File: config.mk
export PLATFORM = sky130hd
export DESIGN_NAME = fetch_queue_pc
export DESIGN_NICKNAME = d
export VERILOG_FILES = /design/src/rtl/fetch_queue_pc.sv
export SDC_FILE = /design/constraint.sdc
export NUM_CORES = 1
export LEC_CHECK = 0
export CORE_MARGIN = 5
export CORE_UTILIZATION = 60
export DETAILED_ROUTE_END_ITERATION = 7
export PLACE_DENSITY = 0.87
export SETUP_SLACK_MARGIN = 0.2
export SLEW_MARGIN = 5
export SYNTH_ARGS = -nofsm -noshare
export SYNTH_HDL_FRONTEND = slang
export SYNTH_SLANG_ARGS = --single-unit
File: constraint.sdc
create_clock -name clk -period 6.8 [get_ports clk]
set_clock_uncertainty 0.15 [all_clocks]
set_input_delay 0.68 -clock clk [delete_from_list [all_inputs] [get_ports clk]]
set_output_delay 0.68 -clock clk [all_outputs]
set_load 0.01 [all_outputs]
File: src/rtl/fetch_queue_pc.sv
// Sequential fetch PC generator with a DEPTH-entry {pc, instr} queue feeding decode.
// Optional performance counters are enabled by defining OLIVIA_FETCH_PERF_EN.
module fetch_queue_pc #(
  parameter int unsigned       ADDR_W       = 64,
  parameter int unsigned       INSTR_W      = 32,
  parameter int unsigned       DEPTH        = 4,
  parameter logic [ADDR_W-1:0] RESET_VECTOR = '0,
  parameter int unsigned       PC_STEP      = 4
) (
  input  logic               clk,
  input  logic               rst,
  input  logic               redirect_valid,
  input  logic [ADDR_W-1:0]  redirect_pc,
  output logic               imem_req,
  output logic [ADDR_W-1:0]  imem_addr,
  input  logic [INSTR_W-1:0] imem_rdata,
  output logic               out_valid,
  input  logic               out_ready,
  output logic [ADDR_W-1:0]  out_pc,
  output logic [INSTR_W-1:0] out_instr
`ifdef OLIVIA_FETCH_PERF_EN
  ,
  output logic [31:0]        perf_fetches,
  output logic [31:0]        perf_flushes,
  output logic [31:0]        perf_stalls
`endif
);

  localparam int unsigned PTR_W = $clog2(DEPTH);
  localparam int unsigned CNT_W = PTR_W + 1;

  logic [ADDR_W-1:0]  fetch_pc;
  logic [ADDR_W-1:0]  inflight_pc;
  logic               inflight;
  logic [PTR_W-1:0]   rd_ptr;
  logic [PTR_W-1:0]   wr_ptr;
  logic [CNT_W-1:0]   count;
  logic [CNT_W-1:0]   credit_used;
  logic [ADDR_W-1:0]  pc_mem    [DEPTH];
  logic [INSTR_W-1:0] instr_mem [DEPTH];
  logic               issue;
  logic               push;
  logic               pop;
  logic               not_empty;

  // An outstanding request reserves a slot, so a returning response always fits.
  always_comb begin
    credit_used = count + CNT_W'(inflight);
    not_empty   = (count != '0);
    issue       = rst && !redirect_valid && (credit_used < CNT_W'(DEPTH));
    push        = inflight && !redirect_valid;
    pop         = not_empty && !redirect_valid && out_ready;
  end

  assign imem_req  = issue;
  assign imem_addr = fetch_pc;
  assign out_valid = not_empty && !redirect_valid;
  assign out_pc    = not_empty ? pc_mem[rd_ptr] : '0;
  assign out_instr = not_empty ? instr_mem[rd_ptr] : '0;

  always_ff @(posedge clk or negedge rst) begin
    if (!rst) begin
      fetch_pc    <= RESET_VECTOR;
      inflight    <= 1'b0;
      inflight_pc <= '0;
      rd_ptr      <= '0;
      wr_ptr      <= '0;
      count       <= '0;
    end else if (redirect_valid) begin
      // Dropping inflight here kills the response arriving this cycle.
      fetch_pc <= redirect_pc;
      inflight <= 1'b0;
      rd_ptr   <= '0;
      wr_ptr   <= '0;
      count    <= '0;
    end else begin
      inflight <= issue;
      if (issue) begin
        fetch_pc    <= fetch_pc + ADDR_W'(PC_STEP);
        inflight_pc <= fetch_pc;
      end
      if (push) wr_ptr <= wr_ptr + PTR_W'(1);
      if (pop)  rd_ptr <= rd_ptr + PTR_W'(1);
      count <= count + CNT_W'(push) - CNT_W'(pop);
    end
  end

  always_ff @(posedge clk) begin
    if (push) begin
      pc_mem[wr_ptr]    <= inflight_pc;
      instr_mem[wr_ptr] <= imem_rdata;
    end
  end

`ifdef OLIVIA_FETCH_PERF_EN
  always_ff @(posedge clk or negedge rst) begin
    if (!rst) begin
      perf_fetches <= '0;
      perf_flushes <= '0;
      perf_stalls  <= '0;
    end else begin
      if (issue && (perf_fetches != '1))
        perf_fetches <= perf_fetches + 32'd1;
      if (redirect_valid && (perf_flushes != '1))
        perf_flushes <= perf_flushes + 32'd1;
      if (!issue && !redirect_valid && (perf_stalls != '1))
        perf_stalls <= perf_stalls + 32'd1;
    end
  end
`endif

endmodule

==> results.cfg, run 1 <==
[status]
status = finished clean

[global_route]
grt_usage = 0.256
antenna_found_initial = 1
grt_pass1_vias = 13100
grt_max_degree = 100
grt_overflow_total = 0
grt_pass1_wl_um = 76900

[pwr]
leakagePower_uw = 0.00873
power.switching_uw = 2470
p_comb_frac = 0.225
swShare = 0.264
max-vdd-ir-drop_mv = 0.249
power.share.sequential = 0.457
clockPowerShare = 0.318
internal-power_uw = 6860
p_per_area_nw_per_um2 = 361

[synth]
syn_area_per_cell_um2 = 16.7
yosysSeqAreaShare = 0.711
ys_warn_count = 0
synth_area_leaders = edfxtp_1 55%, dfrtp_1 16%, mux4_2 10%, mux2_2 3.2%, and2_1 3.2%
syn-num-nets = 1364
synth-edff-count = 384
synth_flop_cell = edfxtp_1
yosysTopAreaCell = edfxtp_1
synth_cells = 1256
synth_commonest_cells = 384 x edfxtp_1, 136 x dfrtp_1, 106 x and2_1
synth_most_common_cell = edfxtp_1
synth-seq-cells = 520
synth_top_area_share = 0.549
ys_types = 36
ys_async_sr_fraction = 0.262
synth_area_um2 = 21000

[routing]
dr.pass1.iters = 5
drtIter0Drc = 1126
vias = 12600
postRouteAntennaNets = 0
drc = 0
wire_per_inst_um = 24.6
wirelength_um = 49500
avgViaCountPerCell = 6.25

[die]
die_w_um = 197
rows = 68
die_area_um2 = 38900
fp.coreArea_um2 = 34500
pin_count = 262
die_h_um = 197
start_util = 0.608

[min_path]
hold_start = inflight_pc[63]
worstHoldPathCells = 0
hold-path-endpoint = pc_mem[1][63]
hp-class = flip-flop to flip-flop

[sta]
maxSlewHeadroom = 0.241
period_share = 0.619
setup_viol = 0
fin_tns_setup_ns = 0
timing.final.crit_period_ns = 4.21
fin_ws_ns = 2.59
worstMarginPinSlew_ns = 1.14
rsz0062_at_grt = no
fmax_mhz = 238
slew_viol_final = 0
hold_viol = 0

[critical_path]
path_buf_inv = 2
crit_arrival_ns = 3.38
required_ns = 5.97
reg2reg_slack_ns = 3.34
start_kind = flip-flop
crit_slowest_cell = dfrtp_4
timing.rr.end = imem_addr[44]
cp_slowest_stage_delay_ns = 1.03
reg2regPathDepth = 5
end_kind = primary output
worstSetupPathType = flip-flop to primary output
r2r-start = imem_addr[25]
cp_max_fo = 57
crit_path_cell_trace = buf_12 -> mux4_2 -> and2_1 -> clkdlybuf4s50_1
critPathTopFamily = flip-flops

[finish]
fin_nets = 1624
syn2layout_area_growth_pct = 23.1
final_cells = 2014
layout-drive-gt1-share = 0.169
num-fill-cells = 1964

[clock_tree]
cts_buffer_depth = 3
cts_made_buffers = 51
cts-htree-levels = 2
post_cts_buffers = 0
cts-root-buf = clkbuf_16
path_clk_slew_ns = 0.06
cts_sinks = 520
cts_tree = done
clock_latency_ns = 0.56

[job]
cap_violations = 0

[placement]
io_buffers = 261
pre_cts_ws_ns = 3.02
place.gp.congestion = 0.824
dp_hpwl_um = 29600
dpl.cell_count = 1917
[layer usage]
| layer | up-vias | share of wire | global-route usage |
|---|---|---|---|
| met2 | 624 | 0.50 | 0.423 |
| met5 | - | 0 | 0 |
| li1 | 5403 | - | - |
| met4 | 0 | 0.038 | 0.0904 |
| met1 | 6423 | 0.39 | 0.350 |
| met3 | 137 | 0.076 | 0.0454 |
[layout by cell type (no fill, tap or decap), types with 3 or more instances in the layout]
master,n
nor3_1,10
ha_1,7
xnor2_1,20
o21ai_0,53
and2_1,102
dfrtp_1,134
inv_1,17
clkdlybuf4s50_1,259
buf_4,10
nor2b_1,4
and4_1,5
or4_1,15
clkinv_2,9
o31ai_1,14
clkbuf_1,7
nand4_1,22
nand2_1,65
mux4_2,96
clkbuf_8,10
or3_1,19
nand3_1,26
o311ai_0,4
nor4_1,13
a31oi_1,31
bufinv_16,7
clkbuf_16,53
and3_1,8
and2_4,4
clkinv_1,5
mux2_2,59
edfxtp_1,384
xor2_1,11
mux2i_1,3
nor2_1,49
[power by group through the flow]
| stage | logic, uW | registers (uW) | clock network [uW] |
|---|---|---|---|
| after floorplan | 1200 | 4140 | 0 |
| after global placement | 2070 | 4270 | 0 |
| after detailed placement | 2110 | 4320 | 0 |
| after CTS | 2140 | 4260 | 3000 |
| after global routing | 2240 | 4320 | 3150 |
| final | 2100 | 4260 | 2970 |
[what timing repair did]
item	CTS	global route
endpoints found under the hold margin	63	0
gates resized for setup	0	0
hold buffers	1	0
[layout make-up]
class	instances	area, um2	share of cell area
clock buffers	70	1490	0.0576
well taps	455	569	0.0220
multi-input cells	652	5780	0.223
flip-flops and latches	520	14900	0.578
clock inverters	25	307	0.0118
inverters	18	67.6	0.00261
diodes	1	2.50	0.0000967
repair buffers	273	2710	0.105
[through the flow]
stage / util / total power, uW / hold WS, ns / area (um2)
after floorplan: - / 5350 / 0.234 / 21000
after global placement: 0.697 / 6340 / 0.328 / 24100
after detailed placement: 0.697 / 6430 / 0.347 / 24100
after CTS: 0.749 / 9400 / 0.360 / 25900
after global routing: 0.749 / 9710 / 0.368 / 25900
final: 0.749 / 9330 / 0.361 / 25900
[how the worst max path moves through the flow]
| stage | endpoint | cells past startpoint | slack, ns | from |
|---|---|---|---|---|
| 5_1_grt | out_instr[10] | 4 | 2.33 | rd_ptr[0] |
| 3_5_place_dp | imem_addr[52] | 7 | 3.02 | rst |
| 3_3_place_gp | imem_addr[52] | 7 | 3.11 | rst |
| 4_1_cts | out_instr[18] | 4 | 2.48 | rd_ptr[0] |
| 6_report | out_instr[12] | 4 | 2.59 | rd_ptr[0] |
| 2_1_floorplan | instr_mem[0][0] | 3 | 2.88 | redirect_valid |
[logic make-up (layout without fill, tap and decap cells)]
group	after synthesis	count (layout)	synth area share
XOR/XNOR	31	31	0.0129
AO/OA/AOI/OAI	106	106	0.0301
adder cells (fa/ha/maj)	8	8	0.00512
multiplexers	158	158	0.136
other	0	1	0
AND/OR/NAND/NOR	349	349	0.0899
flip-flops	520	520	0.711
buffers and inverters	84	386	0.0154
[state kept, by name, indices dropped and copies added (netlist names)]
register and flops:
count 3, imem_addr 64, inflight 1, inflight_pc 64
instr_mem 128, pc_mem 256, rd_ptr 2, wr_ptr 2
[worst reg2reg max path, delay by kind of cell (launching register included)]
| family | cells | cell delay, ns |
|---|---|---|
| and+or+nand+nor | 4 | 2.59 |
| DFF | 1 | 0.45 |
| AOI/OAI and AO/OA | 1 | 0.19 |
(Power assumes the default switching activity.)
==> run 2, diff against run 1 <==
Settings changed: CORE_UTILIZATION 60 to 56, PLACE_DENSITY 0.87 to 0.82.
Clock period 6.8 ns to 3.9 ns, I/O delays scaled along.
==> run 2 against run 1 <==
Cell count up 3.5%. Non-clock buffer count up 15. Critical path depth unchanged. Combinational power up 83%. Total power up 75%. Hold slack worse by 0.21 ns. Final area up 0.91%. Register-to-register slack worse by 2.4 ns. Routed wire length up 0.23%. Die area up 6.8%. Sequential cell count unchanged. Highest routed layer unchanged.
==> results.cfg, run 2 (synthesis results as in run 1) <==
[status]
status = finished clean

[critical_path]
worstSetupPathType = flip-flop to primary output
start_kind = flip-flop
cp_max_fo = 66
critPathLaunch = rd_ptr[0]
timing.rr.end = imem_addr[62]
required_ns = 3.36
r2r-start = imem_addr[19]
end_kind = primary output
crit_arrival_ns = 2.84
reg2reg_slack_ns = 0.96
reg2regPathDepth = 6

[global_route]
grt_pass1_vias = 13000
grt_usage = 0.241
antenna_found_initial = 0
grt_overflow_total = 0
grt_max_degree = 70
grt_pass1_wl_um = 76900

[routing]
drc = 0
dr.pass1.iters = 6
wirelength_um = 49600
vias = 12400
drtIter0Drc = 982
wire_per_inst_um = 23.8
postRouteAntennaNets = 0
avgViaCountPerCell = 5.93

[clock_tree]
cts_resized = 0
clock_latency_ns = 0.58
cts_tree = done
path_clk_slew_ns = 0.06
cts_sinks = 520
cts_buffer_depth = 3
cts_made_buffers = 51
post_cts_buffers = 0
cts-htree-levels = 2
cts-root-buf = clkbuf_16

[min_path]
hold_start = redirect_valid
hold-path-endpoint = count[1]
hp-class = input pin to flip-flop
worstHoldPathCells = 2

[finish]
largest_reg_flops = 256
insertedDiodeCount = 0
layout-drive-gt1-share = 0.175
reg_top3 = pc_mem (256), instr_mem (128)
mostFrequentLayoutCells = 384 x edfxtp_1, 259 x clkdlybuf4s50_1, 134 x dfrtp_1
final_common_cell = edfxtp_1
syn2layout_area_growth_pct = 24.2
fin_nets = 1639
num-fill-cells = 2376
top_register = pc_mem

[sta]
timing.final.crit_period_ns = 3.38
worstMarginPinSlew_ns = 0.962
slew_viol_final = 0
fmax_mhz = 296
fin_tns_setup_ns = 0
maxSlewHeadroom = 0.358
rsz0062_at_grt = no
hold_viol = 0
setup_viol = 0
period_share = 0.866

[die]
die_area_um2 = 41500
die_w_um = 204
die_h_um = 204
pin_count = 262
fp.coreArea_um2 = 37400
rows = 71
start_util = 0.562

[placement]
dp_hpwl_um = 31200
place.gp.congestion = 0.863
io_buffers = 261

[pwr]
max-vdd-ir-drop_mv = 0.499
p_per_area_nw_per_um2 = 625
finalPower_uw = 16300
leakagePower_uw = 0.00882

[job]
cap_violations = 0
==> run 2: what timing repair did <==
item / in CTS / in global routing
hold buffers: 1 / 0
endpoints found under the hold margin: 19 / 0
endpoints found under the setup margin: 0 / 0
==> run 2: layout make-up <==
class / instances / area (um2) / area share
Tap cell: 511 / 639 / 0.0245
Clock buffer: 59 / 1360 / 0.0520
Clock inverter: 36 / 430 / 0.0165
Inverter: 18 / 67.6 / 0.00259
Timing Repair Buffer: 288 / 2890 / 0.111
Multi-Input combinational cell: 652 / 5780 / 0.221
Sequential cell: 520 / 14900 / 0.572
==> run 2: stage by stage <==
step                      utilization  cells  area, um2  setup slack [ns]  hold slack, ns
after floorplan                     -   1256      21000             0.267         -0.0556
after global placement          0.650   1988      24300              1.09           0.101
after detailed placement        0.650   1988      24300              1.02           0.105
after CTS                       0.698   2084      26100             0.469           0.118
after global routing            0.698   2084      26100             0.374           0.147
final                           0.698   2084      26100             0.524           0.149
==> run 2: power breakdown <==
group	internal [uW]	switching, uW	total, uW
registers	6760	531	7290
logic	2100	1750	3850
clock network	3160	2040	5190
total	12000	4320	16300
==> run 2: routing by layer <==
| metal | vias up | GRT usage | wire, um |
|---|---|---|---|
| met3 | 108 | 0.0442 | 3580 |
| met2 | 539 | 0.394 | 24800 |
| li1 | 5417 | - | - |
| met4 | 0 | 0.0891 | 1730 |
| met1 | 6299 | 0.331 | 19500 |
| met5 | - | 0 | 0 |
==> run 2: worst max path at each step <==
stage	to	depth (start not counted)	slack, ns
floorplan	instr_mem[0][0]	3	0.27
global placement	count[2]	10	1.09
detailed placement	imem_addr[58]	6	1.02
CTS	out_instr[17]	4	0.47
global route	out_instr[18]	4	0.37
finish	out_pc[23]	4	0.52
==> run 2: worst max-delay path: stages (launching register included) <==
cell             delay, ns
dfrtp_4               0.42
buf_12                0.37
mux4_2                0.59
and2_1                0.22
clkdlybuf4s50_1       0.50
